--- config.mk ---
export PLATFORM = sky130hd
export DESIGN_NAME = uart_rx_oversampled
export DESIGN_NICKNAME = d
export VERILOG_FILES = /design/src/rtl/uart_rx_oversampled.sv
export SDC_FILE = /design/constraint.sdc
export NUM_CORES = 1
export LEC_CHECK = 0
export CORE_ASPECT_RATIO = 1.1
export CORE_MARGIN = 4
export CORE_UTILIZATION = 40
export CTS_CLUSTER_DIAMETER = 150
export DETAILED_ROUTE_END_ITERATION = 6
export GPL_ROUTABILITY_DRIVEN = 0
export HOLD_SLACK_MARGIN = 0.06
export MAX_ROUTING_LAYER = met4
export SKIP_CTS_REPAIR_TIMING = 1
export SLEW_MARGIN = 20
export SYNTH_ARGS = -nofsm -noshare
export SYNTH_HDL_FRONTEND = slang
export SYNTH_SLANG_ARGS = --single-unit
--- constraint.sdc ---
create_clock -name clk -period 4.9 [get_ports clk]
set_clock_uncertainty 0.15 [all_clocks]
set_input_delay 1.225 -clock clk [delete_from_list [all_inputs] [get_ports clk]]
set_output_delay 1.225 -clock clk [all_outputs]
set_load 0.02 [all_outputs]
--- src/rtl/uart_rx_oversampled.sv ---
// 8N1 UART receiver: oversampled line, 3-sample mid-bit majority vote,
// valid/ready holding register with framing and overrun pulses.
module uart_rx_oversampled #(
    parameter int unsigned CLOCK_RATE    = 25000000,
    parameter int unsigned BAUD_RATE     = 115200,
    parameter int unsigned RX_OVERSAMPLE = 16
) (
    input  logic       clk,
    input  logic       reset_n,
    input  logic       rx_enable,
    input  logic       uart_rx,
    input  logic       rx_ready,
    output logic [7:0] rx_data,
    output logic       rx_valid,
    output logic       rx_busy,
    output logic       frame_error,
    output logic       overrun
);

    localparam int unsigned TICK_RATE = BAUD_RATE * RX_OVERSAMPLE;
    localparam int unsigned DIV       = (CLOCK_RATE + TICK_RATE / 2) / TICK_RATE;
    localparam int unsigned DIV_W     = (DIV > 1) ? $clog2(DIV) : 1;
    localparam int unsigned IDX_W     = $clog2(RX_OVERSAMPLE);
    localparam int unsigned MID       = RX_OVERSAMPLE / 2;

    typedef enum logic [2:0] {
        S_IDLE,
        S_START,
        S_DATA,
        S_STOP,
        S_WAIT_HIGH
    } state_t;

    state_t            state_q, state_d;
    logic              sync1_q, sync2_q;
    logic [DIV_W-1:0]  div_q, div_d;
    logic [IDX_W-1:0]  idx_q, idx_d;
    logic [2:0]        bit_q, bit_d;
    logic              s0_q, s0_d, s1_q, s1_d;
    logic [7:0]        shift_q, shift_d;
    logic [7:0]        rx_data_q, rx_data_d;
    logic              rx_valid_q, rx_valid_d;
    logic              rx_busy_q, rx_busy_d;
    logic              frame_error_q, frame_error_d;
    logic              overrun_q, overrun_d;
    logic              tick, sample_tick, end_tick, maj, accept;

    assign tick        = (div_q == DIV_W'(DIV - 1));
    assign sample_tick = tick && (idx_q == IDX_W'(MID + 1));
    assign end_tick    = tick && (idx_q == IDX_W'(RX_OVERSAMPLE - 1));
    // Third vote is the live sample taken at index MID+1.
    assign maj = (s0_q & s1_q) | (s0_q & sync2_q) | (s1_q & sync2_q);

    always_comb begin
        state_d       = state_q;
        div_d         = tick ? '0 : div_q + DIV_W'(1);
        idx_d         = idx_q;
        bit_d         = bit_q;
        s0_d          = s0_q;
        s1_d          = s1_q;
        shift_d       = shift_q;
        rx_data_d     = rx_data_q;
        rx_valid_d    = rx_valid_q;
        frame_error_d = 1'b0;
        overrun_d     = 1'b0;
        accept        = 1'b0;

        if (rx_valid_q && rx_ready) begin
            rx_valid_d = 1'b0;
        end
        if (tick) begin
            idx_d = end_tick ? '0 : idx_q + IDX_W'(1);
            if (idx_q == IDX_W'(MID - 1)) s0_d = sync2_q;
            if (idx_q == IDX_W'(MID))     s1_d = sync2_q;
        end

        case (state_q)
            S_IDLE: begin
                if (rx_enable && !sync2_q) begin
                    state_d = S_START;
                    div_d   = '0;
                    idx_d   = '0;
                end
            end
            S_START: begin
                if (sample_tick && maj) begin
                    state_d = S_IDLE;
                end else if (end_tick) begin
                    state_d = S_DATA;
                    bit_d   = 3'd0;
                end
            end
            S_DATA: begin
                if (sample_tick) shift_d = {maj, shift_q[7:1]};
                if (end_tick) begin
                    if (bit_q == 3'd7) state_d = S_STOP;
                    else               bit_d   = bit_q + 3'd1;
                end
            end
            S_STOP: begin
                if (sample_tick) begin
                    if (maj) begin
                        state_d = S_IDLE;
                        accept  = 1'b1;
                    end else begin
                        state_d       = S_WAIT_HIGH;
                        frame_error_d = 1'b1;
                    end
                end
            end
            S_WAIT_HIGH: begin
                if (sync2_q) state_d = S_IDLE;
            end
            default: state_d = S_IDLE;
        endcase

        // Disable aborts silently and leaves the holding register alone.
        if (!rx_enable && (state_q != S_IDLE)) begin
            state_d       = S_IDLE;
            accept        = 1'b0;
            frame_error_d = 1'b0;
        end

        if (accept) begin
            if (rx_valid_q && !rx_ready) begin
                overrun_d = 1'b1;
            end else begin
                rx_data_d  = shift_q;
                rx_valid_d = 1'b1;
            end
        end

        rx_busy_d = (state_d != S_IDLE);
    end

    always_ff @(posedge clk or negedge reset_n) begin
        if (!reset_n) begin
            sync1_q       <= 1'b1;
            sync2_q       <= 1'b1;
            state_q       <= S_IDLE;
            div_q         <= '0;
            idx_q         <= '0;
            bit_q         <= '0;
            s0_q          <= 1'b0;
            s1_q          <= 1'b0;
            shift_q       <= '0;
            rx_data_q     <= '0;
            rx_valid_q    <= 1'b0;
            rx_busy_q     <= 1'b0;
            frame_error_q <= 1'b0;
            overrun_q     <= 1'b0;
        end else begin
            sync1_q       <= uart_rx;
            sync2_q       <= sync1_q;
            state_q       <= state_d;
            div_q         <= div_d;
            idx_q         <= idx_d;
            bit_q         <= bit_d;
            s0_q          <= s0_d;
            s1_q          <= s1_d;
            shift_q       <= shift_d;
            rx_data_q     <= rx_data_d;
            rx_valid_q    <= rx_valid_d;
            rx_busy_q     <= rx_busy_d;
            frame_error_q <= frame_error_d;
            overrun_q     <= overrun_d;
        end
    end

    assign rx_data     = rx_data_q;
    assign rx_valid    = rx_valid_q;
    assign rx_busy     = rx_busy_q;
    assign frame_error = frame_error_q;
    assign overrun     = overrun_q;

endmodule
== After elaboration in Yosys (flattened, before gate mapping) ==
Index checks and enable logic that the tools add are counted.

* Word-level logic and storage cells: 91
* Input bits: 5
* Register bits after elaboration: 38
* Output and inout bits: 12

* Reductions and logical operators: 19
* Bitwise logic cells: 6
* Multiplexer cells: 35
* Eq/ne operators: 14
* Add/subtract/negate cells: 3

{| class="wikitable"
|+ Operators by type and width
! kind !! number
|-
| two-way mux 3 bit || 13
|-
| two-way mux 4 bit || 7
|-
| == test 4 bit (second input constant) || 4
|-
| case mux 3 bit (5 select lines) || 1
|-
| two-way mux 1 bit || 13
|-
| adder 4 x 1 -> 4 bit (second input constant) || 2
|-
| inequality test 2 bit (second input constant) || 4
|-
| AND reduction 2 bit || 4
|-
| logical AND 1 bit || 7
|-
| == test 3 x 2 -> 1 bit (second input constant) || 2
|-
| == test 3 bit (second input constant) || 2
|-
| case mux 3 bit (2 select lines) || 1
|-
| nonzero test 3 bit || 2
|-
| AND reduction 5 bit || 1
|-
| == test 4 x 3 -> 1 bit (second input constant) || 1
|-
| adder 3 x 1 -> 3 bit (second input constant) || 1
|-
| AND 1 bit || 3
|-
| == test 3 x 1 -> 1 bit (second input constant) || 1
|-
| zero test 1 bit || 3
|-
| zero test 3 bit || 1
|-
| OR 1 bit || 2
|-
| nonzero test 2 bit || 1
|-
| NOT 1 bit || 1
|}

== Longest topological paths before layout ==
Gate-level depths: netlist of run 1.

* Word-level depth: 8
* Gate-level depth with buffers: 7
* Mapped depth without buffers: 7

== Worst setup path after synthesis of run 1 ==
Ideal clock, no wire load.

* Kind: input port to flip-flop
* From: input port rx_enable
* To: register rx_busy_q (netlist: rx_busy)
* Library setup time: 0.131 ns
* Path buffers: 0
* Slack: 2.644 ns
* Required time: 4.619 ns
* Data arrival time: 1.975 ns
* Cell stages on the path: 5
* Cell sequence: nand2b_1 -> nor4_4 -> a31oi_1 -> a31oi_1 -> or3_1

* Word-level cells in the longest chain between the ends: 5
* Elaborated cells between the ends (all ways): 7
* Classes of those cells: mux (3); reduce/logical (4)

{| class="wikitable"
|+ RTL lines
! item !! line !! source
|-
| from (decl) || 10 || <nowiki>input logic rx_enable,</nowiki>
|-
| logical AND 1 bit || 79 || <nowiki>if (rx_enable && !sync2_q) begin</nowiki>
|-
| two-way mux 3 bit || 79 ||
|-
| case mux 3 bit (5 select lines) || 77 || <nowiki>case (state_q)</nowiki>
|-
| two-way mux 3 bit (*) || 118 || <nowiki>if (!rx_enable && (state_q != S_IDLE)) begin</nowiki>
|-
| named net state_d[0] || 34 || <nowiki>state_t state_q, state_d;</nowiki>
|-
| nonzero test 3 bit (*) || 133 || <nowiki>rx_busy_d = (state_d != S_IDLE);</nowiki>
|-
| named net rx_busy_d || 43 || <nowiki>logic rx_busy_q, rx_busy_d;</nowiki>
|-
| to (signal assigned) || 164 || <nowiki>rx_busy_q <= rx_busy_d;</nowiki>
|-
| to (decl) || 43 ||
|}

Mark *: on every way through the listed nets, which the timed path passes. The rest lies on a longest branch.
A chain may end at the register's enable or synchronous reset.

== Worst setup path after layout of run 1 ==
Same ends and word-level chain as after synthesis.

==> results of run 1 <==
-- state kept, by name, summed over array words and instances (netlist names), 3 cells and up --
name,flops
shift_q,8
rx_data,8
div_q,4
bit_q,3
state_q,3
idx_q,4
-- report_power, final --
group	total, µW	leakage, µW	switching, µW	internal, µW
Clock	221	0.0000472	108	113
Sequential	395	0.000503	51.5	343
Combinational	108	0.000409	55.9	52.0
Total	723	0.000960	215	508
-- layout make-up --
cell class / count / area, µm²
Clock buffer: 6 / 82.6
Clock inverter: 2 / 12.5
Fill cell: 395 / 2220
Inverter: 3 / 11.3
Multi-Input combinational cell: 104 / 783
Sequential cell: 38 / 953
Tap cell: 54 / 67.6
Timing Repair Buffer: 16 / 155
-- cell families after synthesis --
| family | Yosys count | synth area share (%) |
|---|---|---|
| simple gates | 53 | 18.9 |
| compound gates | 23 | 7.54 |
| flops | 38 | 53.7 |
| fa+ha+maj | 6 | 4.08 |
| buf+inv | 8 | 2.25 |
| xor+xnor | 2 | 0.986 |
| mux | 20 | 12.5 |
-- through the flow --
stage                     std cells  util (%)  setup WS, ps  total power [µW]
after detailed placement        215      46.0          1860               509
after CTS                       223      48.2          2180               734
after floorplan                 150         -          2640               477
after global routing            223      48.2          2020               768
after global placement          215      46.0          1970               501
final                           223      48.2          2180               723
-- metal layers --
layer / track usage [%] / part of all wire [%] / vias up
li1: - / - / 568
met1: 14.9 / 44 / 575
met2: 21.2 / 50 / 21
met3: 4.53 / 4.6 / 8
met4: 5.08 / 1.8 / 0
met5: - / 0 / -
-- cell usage after synthesis (2+ instances only) --
master | count | area (µm²)
inv_1 | 3 | 11.3
buf_4 | 2 | 15.0
a22oi_1 | 3 | 22.5
dfrtp_1 | 36 | 901
nand2b_1 | 4 | 25.0
a31oi_1 | 2 | 12.5
mux2_2 | 17 | 191
and3_1 | 2 | 12.5
dfstp_2 | 2 | 52.6
xor2_1 | 2 | 17.5
a21oi_1 | 7 | 35.0
nand3_1 | 3 | 15.0
buf_2 | 2 | 10.0
nand4b_1 | 2 | 17.5
nor3b_1 | 2 | 15.0
mux2i_1 | 2 | 20.0
nand2_1 | 13 | 48.8
ha_1 | 5 | 62.6
nor2_1 | 13 | 48.8
o21ai_0 | 8 | 40.0
-- path summary, 6_finish.rpt --
check / slack (ps) / endpoint / cells after the start / start
worst min register to register: 210 / sync2_q / 0 / sync1_q
min in group asynchronous: 860 / state_q[1] / 1 / reset_n
max in group asynchronous: 3220 / rx_data[1] / 1 / reset_n
worst max register to register: 2750 / rx_data[6] / 7 / idx_q[1]
worst min-delay path: 210 / sync2_q / 0 / sync1_q
worst max-delay path: 2180 / rx_busy / 6 / rx_enable
-- worst register-to-register path, stage by stage (launching register included) --
cell     delay [ps]
dfrtp_1         400
inv_1           100
ha_1            140
nor2b_1         240
and3_4          260
nand4_4         150
nor2_8          250
mux2_2          360
==> results.yml, run 1 <==
critical_path:
  critical_path_arrival_ps: 2810
  cp_max_fo: 9
  path_cells: "clkdlybuf4s50_1 > nand2b_1 > nor4_4 > a31oi_1 > a31oi_1 > or3_1"
  worst_setup_path_start_kind: "primary input"
  required_ps: 4990
  max_stage_delay_ps: 570
  slowest_stage: "clkdlybuf4s50_1"
  endpoint_kind: "register"
  cpLargestDelayFamily: "simple AND/OR/NAND/NOR gates"
  cp.buffers_inverters: 1
  path_common_cell: "a31oi_1"
  critPathKind: "primary input to register"
global_route:
  grt_use_total_pct: 13.1
  antenna_found_initial: 0
  grt_pass1_vias: 1210
  grt_max_degree: 39
  grt_pass1_wl_mm: 5.53
  grt-ovfl-total: 0
final_layout:
  final_common_cell: "dfrtp_1"
  area_growth_pct: 16.3
  nNetsFinal: 178
  final_cell_mix: "dfrtp_1, mux2_2, clkdlybuf4s50_1"
  final_area_mm2: 0.00207
  num_antenna_cells: 0
  drive_gt1_share_pct: 20.7
synth:
  syn_avg_cell_area_um2: 11.8
  seq_area_frac_synth_pct: 53.7
  yosys_most_used_dff: "dfrtp_1"
  post_synth_num_cell_types: 40
  syn_nets: 160
  synth_cells: 150
  ys_warn_count: 0
  synth_area_mm2: 0.00178
  synth-edff-count: 0
  ys_async_sr_fraction_pct: 100
  ys_ff_latch: 38
cts:
  worstSkewPairLatency_ps: 290
  cts_inserted_buffers: 5
  clk_path_buf_depth: 2
  tritoncts: "yes"
  root_buffer: "clkbuf_8"
  cts_sinks: 38
  cts_htree_levels: 2
  clk_pin_slew_ps: 80
sta:
  finalSetupViolCount: 0
  rsz0062_at_grt: "false"
  finalCriticalPeriod_ps: 2720
  timing.final.crit_share_pct: 55.6
  timing.fmax_mhz: 367
  tightestPinTransition_ps: 802
  final_hold_viol_count: 0
  tns_ps: 0
  timing.hold.ws_ps: 209
  relSlewSlack_pct: 46.5
  slew_violations: 0
routing:
  drt-initial-drc-count: 71
  wl_per_cell_um: 14.0
  vias: 1172
  routed_wl_mm: 3.12
  viasPerCell: 5.26
  drc: 0
  drt.antenna.violating_nets: 0
  first_pass_iters: 4
placed_design:
  io_buffers: 16
  dpl_cell_area_mm2: 0.00197
  place_hpwl_mm: 2.27
floorplan:
  fp-row-count: 25
  die_y_um: 77.9
  fp.dieW_um: 71.5
  design.die.area_mm2: 0.00557
  ioPinCount: 17
  core_area_mm2: 0.00429
  start_util_pct: 41.5
job:
  cap_violations: 0
pwr:
  powerDensity_mw_per_mm2: 350
  peakVddDrop_mv: 0.114
  leakage_uw: 0.000960
outcome:
  outcome: "finished, final reports clean"
min_path:
  hp-class: "register to register"
No activity file was read; power rests on OpenSTA's default activity.
==> run 2: changes to the inputs <==
clock period = 2.35 ns   (was 4.9 ns; I/O delays follow)
==> run 2 against run 1 <==
Register-to-register slack worse by 2600 ps. Power is 110% higher. Via count is 0.51% lower. Sequential share of layout area fell by 0.77 points. Sequential power up 110%. First-iteration DRC count rose by 42%. Critical path type is now register to register. Critical endpoint is now rx_data[6]. Highest routed layer unchanged.
==> results.yml, run 2 (same netlist as run 1, synthesis figures left out) <==
outcome:
  outcome: "finished, final reports clean"
critical_path:
  worst_setup_path_start_kind: "register"
  critical_path_arrival_ps: 2190
  endpoint_kind: "register"
  cp_max_fo: 8
  critPathKind: "register to register"
  required_ps: 2370
cts:
  cts_inserted_buffers: 5
  clk_pin_slew_ps: 80
  worstSkewPairLatency_ps: 290
  tritoncts: "yes"
  root_buffer: "clkbuf_8"
  clk_path_buf_depth: 2
  cts_sinks: 38
  cts_htree_levels: 2
final_layout:
  nNetsFinal: 181
  final_cell_mix: "dfrtp_1, mux2_2, clkdlybuf4s50_1"
  area_growth_pct: 18.2
  final_common_cell: "dfrtp_1"
  num_antenna_cells: 0
  drive_gt1_share_pct: 22.1
sta:
  rsz0062_at_grt: "false"
  timing.fmax_mhz: 460
  relSlewSlack_pct: 63.3
  worst_slack_ps: 175
  final_hold_viol_count: 0
  tns_ps: 0
  finalSetupViolCount: 0
  slew_violations: 0
  timing.final.crit_share_pct: 92.6
  tightestPinTransition_ps: 550
  finalCriticalPeriod_ps: 2180
pwr:
  clkPwrFrac_pct: 30.4
  powerDensity_mw_per_mm2: 719
  internal_power_uw: 1070
  leakage_uw: 0.000980
  seqPwrFrac_pct: 54.1
  pwr-share-comb_pct: 15.5
  switching_share_pct: 29.4
  switchingPower_uw: 445
  peakVddDrop_mv: 0.408
  power_uw: 1510
routing:
  routed_wl_mm: 3.13
  wl_per_cell_um: 13.9
  first_pass_iters: 4
  drt-initial-drc-count: 101
  drc: 0
  drt.antenna.violating_nets: 0
  viasPerCell: 5.16
  vias: 1166
placed_design:
  dp_slack_ps: 105
  io_buffers: 16
  place_hpwl_mm: 2.22
global_route:
  grt_pass1_vias: 1184
  grt-ovfl-total: 0
  antenna_found_initial: 0
  grt_max_degree: 39
  grt_use_total_pct: 12.6
  grt_pass1_wl_mm: 5.35
floorplan:
  ioPinCount: 17
  fp-row-count: 25
  core_area_mm2: 0.00429
  design.die.area_mm2: 0.00557
  start_util_pct: 41.5
  die_y_um: 77.9
  fp.dieW_um: 71.5
min_path:
  hp-class: "primary input to asynchronous set/reset pin"
job:
  cap_violations: 0
run 2: worst paths after layout:
path	startpoint	endpoint	slack [ps]	cells after the start
setup reg to reg	idx_q[1]	rx_data[6]	170	7
min in group clk	sync1_q	sync2_q	210	0
hold reg to reg	sync1_q	sync2_q	210	0
max in group asynchronous	reset_n	sync1_q	1680	2
hold / removal	reset_n	rx_valid	110	2
setup / recovery	idx_q[1]	rx_data[6]	170	7
run 2: area by class of cell:
class | count | area (µm²)
Multi-Input combinational cell | 104 | 783
Tap cell | 54 | 67.6
Clock buffer | 6 | 82.6
Clock inverter | 2 | 12.5
Sequential cell | 38 | 953
Fill cell | 376 | 2180
Timing Repair Buffer | 19 | 190
Inverter | 3 | 11.3
run 2: worst max-delay path: stages, from the launching register on:
cell	delay, ps
dfrtp_1	400
inv_1	100
ha_1	150
nor2b_1	250
and3_4	260
nand4_4	140
nor2_8	240
mux2_2	360
run 2: stage by stage:
step	utilization [%]	cells	hold slack, ps	instance area (µm²)
2_1_floorplan	-	150	142	1780
3_3_place_gp	46.8	218	200	2010
3_5_place_dp	46.8	218	207	2010
4_1_cts	49.0	226	110	2100
5_1_grt	49.0	226	107	2100
6_report	49.0	226	110	2100
run 2: power groups by stage:
stage                     Clock [µW]  Sequential (µW)  Combinational, µW
final                            460              817                234
after global routing             510              831                267
after CTS                        479              818                241
after detailed placement           0              831                238
after global placement             0              824                228
after floorplan                    0              788                206
run 2: routing by layer:
metal,vias up,share of wire (%),GRT usage [%]
met5,-,0,-
met4,0,0.61,3.95
met3,2,4.5,4.02
met2,20,50,21.0
met1,571,45,14.2
li1,573,-,-
==> run 3: changes to the inputs <==
PLACE_DENSITY = 0.63   (was not set)
==> run 3 against run 2 <==
Via count shrank 3.1%. Highest routed layer unchanged. Die area is the same. Worst hold slack improved by 4.7 ps. Sequential power is essentially flat. Critical endpoint unchanged. Sequential cell count unchanged. Clock power is 19% higher. First-iteration DRC count decreased by 60%. Final cell count is 0.88% lower. Maximum frequency up 2.1%. Global-route usage is 0.28 points higher. Worst setup slack improved by 44 ps.
==> results.yml, run 3 (same netlist as run 1, synthesis figures left out) <==
outcome:
  outcome: "finished, final reports clean"
routing:
  drc: 0
  vias: 1130
  viasPerCell: 5.04
  drt-initial-drc-count: 40
  drt.antenna.violating_nets: 0
  wl_per_cell_um: 13.4
  routed_wl_mm: 3.00
  first_pass_iters: 3
critical_path:
  endpoint: "rx_data[6]"
  slowest_stage: "dfrtp_1"
  path_cells: "inv_1 > ha_1 > nor2b_1 > and3_4 > nand4_4 > nor2_8 > mux2_2"
  critical_path_arrival_ps: 2150
  rr_worst_depth: 7
  r2r-start: "idx_q[1]"
  endpoint_kind: "register"
  required_ps: 2370
  worst_setup_path_start_kind: "register"
  r2r_end: "rx_data[6]"
  r2r_slack_ps: 220
  cp_max_fo: 8
  startpoint: "idx_q[1]"
  max_stage_delay_ps: 390
  critPathKind: "register to register"
global_route:
  grt_pass1_vias: 1195
  antenna_found_initial: 0
  grt_use_total_pct: 12.8
  grt_pass1_wl_mm: 5.55
  grt_max_degree: 39
  grt-ovfl-total: 0
placed_design:
  io_buffers: 16
  dpl_cell_area_mm2: 0.00200
  place_hpwl_mm: 2.19
cts:
  tritoncts: "yes"
  cts_sinks: 38
  clk_pin_slew_ps: 70
  clk_path_buf_depth: 2
  cts_inserted_buffers: 5
  worstSkewPairLatency_ps: 280
  root_buffer: "clkbuf_8"
  cts_htree_levels: 2
floorplan:
  die_y_um: 77.9
  fp-row-count: 25
  design.die.area_mm2: 0.00557
  ioPinCount: 17
  core_area_mm2: 0.00429
  start_util_pct: 41.5
  fp.dieW_um: 71.5
final_layout:
  drive_gt1_share_pct: 21.2
  final_common_cell: "dfrtp_1"
  final_cell_mix: "dfrtp_1, mux2_2, clkdlybuf4s50_1"
  area_growth_pct: 18.8
  fin_util_pct: 49.3
  nNetsFinal: 180
  num_antenna_cells: 0
  final_area_mm2: 0.00211
pwr:
  peakVddDrop_mv: 0.359
  powerDensity_mw_per_mm2: 758
  power_uw: 1600
  leakage_uw: 0.000984
min_path:
  hp-class: "primary input to asynchronous set/reset pin"
sta:
  finalCriticalPeriod_ps: 2130
  timing.final.crit_share_pct: 90.7
  slew_violations: 0
  finalSetupViolCount: 0
  tightestPinTransition_ps: 540
  rsz0062_at_grt: "false"
  relSlewSlack_pct: 63.7
  timing.fmax_mhz: 469
  tns_ps: 0
  timing.hold.ws_ps: 114
  final_hold_viol_count: 0
job:
  cap_violations: 0
-- run 3: changes by cell type in the layout (fill, tap and decap cells not counted), sizes merged --
cell,delta
buf,-1
bufinv,+1
clkinv,-1
clkinvlp,-1
-- run 3: stage by stage --
| step | instances | worst slack (ps) |
|---|---|---|
| 2_1_floorplan | 150 | 397 |
| 3_3_place_gp | 217 | 155 |
| 3_5_place_dp | 217 | 124 |
| 4_1_cts | 224 | 208 |
| 5_1_grt | 224 | 122 |
| 6_report | 224 | 219 |
-- run 3: worst min path at each step --
stage / slack, ps / to / start / cells after the start
2_1_floorplan: 140 / bit_q[0] / reset_n / 0
4_1_cts: 110 / div_q[1] / reset_n / 2
5_1_grt: 120 / state_q[0] / reset_n / 2
3_3_place_gp: 200 / sync2_q / sync1_q / 0
3_5_place_dp: 200 / sync2_q / sync1_q / 0
6_report: 110 / state_q[0] / reset_n / 2
-- run 3: power by group --
| group | switching (µW) | internal [µW] |
|---|---|---|
| clock | 208 | 339 |
| combinational | 119 | 116 |
| sequential | 102 | 716 |
-- run 3: worst max-delay path, delay by kind of cell, from the launching register on --
family	cells	cell delay, ps
adders and majority gates	1	140
and+or+nand+nor	4	870
DFF	1	390
buffers and inverters	1	100
muxes	1	350
-- run 3: layout make-up --
class,instances,area (µm²)
timing repair buffer,18,183
inverter,3,11.3
tap,54,67.6
multi-input combinational,104,783
sequential,38,953
clock buffer,6,82.6
fill,369,2170
clock inverter,1,30.0
-- run 3: per-layer routing --
layer / global-route usage (%) / part of all wire [%] / vias to the layer above
li1: - / - / 567
met1: 15.1 / 46 / 544
met2: 21.0 / 50 / 15
met3: 3.50 / 2.9 / 4
met4: 4.51 / 1.0 / 0
met5: - / 0 / -
==> edit, RTL diff (config.mk and constraints of run 3) <==
One comparison of `idx_q` changes from == to >=.
--- a/src/rtl/uart_rx_oversampled.sv
+++ b/src/rtl/uart_rx_oversampled.sv
@@ -46,7 +46,7 @@
     logic              tick, sample_tick, end_tick, maj, accept;
 
     assign tick        = (div_q == DIV_W'(DIV - 1));
-    assign sample_tick = tick && (idx_q == IDX_W'(MID + 1));
+    assign sample_tick = tick && (idx_q >= IDX_W'(MID + 1));
     assign end_tick    = tick && (idx_q == IDX_W'(RX_OVERSAMPLE - 1));
     // Third vote is the live sample taken at index MID+1.
     assign maj = (s0_q & s1_q) | (s0_q & sync2_q) | (s1_q & sync2_q);
Check against the original RTL: same outputs for any inputs over 10 cycles, from zero or initial values and one cycle with reset_n low; that may be too few to reach the edited logic, so the function may still have changed.
==> edit against run 3 <==
Total power is 4.9% lower; first-iteration DRC count is 18% higher; wire length is 7.3% higher; clock power is 16% lower; sequential cell count stayed put; synthesized area is 0.35% higher; maximum frequency is 4.7% lower; worst hold slack better by 0.058 ns; design area is 0.53% higher; worst setup slack worse by 0.10 ns; critical path type unchanged; highest routed layer unchanged.
==> edit: results (changes against run 3) <==
first-pass GRT wire length: 5.99 mm (+8.0%)
met2 wire length: 1.72 mm (+13%)
Avg WL per Cell: 14.5 um (+8.3%)
Mapped Avg Cell Area: 12.5 sq um (+5.3%)
Non-Filler Instances: 222 (-0.89%)
register area share after synthesis: 0.535 (-0.00188)
R2R cell count: 6 (-1)
status: completed
syn_nets: 154 (-3.8%)
fillcell total: 408 (+11%)
pre-CTS WS: -0.0349 ns (-0.159 ns)
DP HPWL: 2.39 mm (+9.3%)
PortBufs: 16 (unchanged)
crit path DAT: 2.26 ns (+0.11 ns)
Yosys warnings: 0 (unchanged)
Worst Hold Class: in2async
proportion of layout cells with a drive suffix above 1: 0.262 (+0.0501)
LEAKAGE: 0.980 nW (-0.46%)
clk slew on worst S/H paths: 0.08 ns
Max-slew headroom: 0.686 (+0.0492)
most frequent cells after synthesis: dfrtp_1 (36), mux2_2 (19), nand2_1 (11)
crit path launch: idx_q[0]
GR Util met2: 0.222 (+0.0129)
nets: 178 (-1.1%)
placed cells: 214 (-1.4%)
M1 WL: 1.37 mm (-0.15%)
vias in the first global route: 1255 (+5.0%)
all-layer global routing usage: 0.141 (+0.0124)
metal3 WL: 116 um (+35%)
DR pass1 iterations: 4 (+1)
Post-synth ARST share: 1.00 (unchanged)
Avg Vias per Cell: 5.21 (+3.2%)
Final WS setup: 0.114 ns (-0.104 ns)
Synth area leaders: dfrtp_1 (51%), mux2_2 (12%), ha_1 (4.2%)
DR iter-0 viols: 47 (+18%)
VDD IR max: 0.000462 V (+29%)
met3 usage: 0.0410 (+0.00600)
met1 GRT Util: 0.170 (+0.0189)
Num CTS Buffers: 5 (unchanged)
largest net degree at the start of global routing: 39 (unchanged)
internal power: 1.07 mW (-8.6%)
Distinct cells, synth: 43 (+7.5%)
root buffer cell: clkbuf_8
reg2reg end: shift_q[0]
## edit: changes by cell type after synthesis, sizes merged, moves of 2 or more
cell	before	now
a22o	0	2
a22oi	3	0
and3	3	1
inv	3	5
nand2b	4	2
nand3	4	2
nor2	14	9
nor3b	2	4
o21ai	8	2
or3b	0	2
## edit: area by class of cell
cell class,instances,area (sq um),share of cell area
well taps,54,67.6,0.0318
flip-flops and latches,38,953,0.449
clock buffers,6,82.6,0.0389
clock inverters,2,12.5,0.00590
repair buffers,21,205,0.0967
multi-input cells,96,782,0.369
inverters,5,18.8,0.00884
## edit: per-stage QoR
step	hold slack, ns	cell area (sq um)
finish	0.172	2120
global route	0.217	2120
CTS	0.188	2120
detailed placement	0.203	2030
global placement	0.196	2030
floorplan	0.142	1780
## edit: logic make-up (layout without fill, tap and decap cells)
| kind of cell | count (synthesis) | count (layout) | share of synthesized area |
|---|---|---|---|
| AND/OR/NAND/NOR | 48 | 48 | 0.184 |
| buffers and inverters | 9 | 34 | 0.0267 |
| adder cells (fa/ha/maj) | 7 | 7 | 0.0477 |
| AO/OA/AOI/OAI | 19 | 19 | 0.0716 |
| flip-flops | 38 | 38 | 0.535 |
| XOR/XNOR | 2 | 2 | 0.00983 |
| multiplexers | 20 | 20 | 0.126 |
## edit: power groups by stage
stage	Clock [mW]	Sequential, mW	Combinational (mW)
4_1_cts	0.484	0.795	0.268
3_5_place_dp	0	0.808	0.267
6_report	0.462	0.794	0.265
3_3_place_gp	0	0.800	0.261
5_1_grt	0.515	0.806	0.305
2_1_floorplan	0	0.787	0.215
## edit: critical path, cell delays in order, from the launching register on
cell     delay (ns)
dfrtp_1        0.43
inv_1          0.13
ha_1           0.15
or3b_1         0.48
and3_1         0.29
nand2_4        0.14
mux2_2         0.35
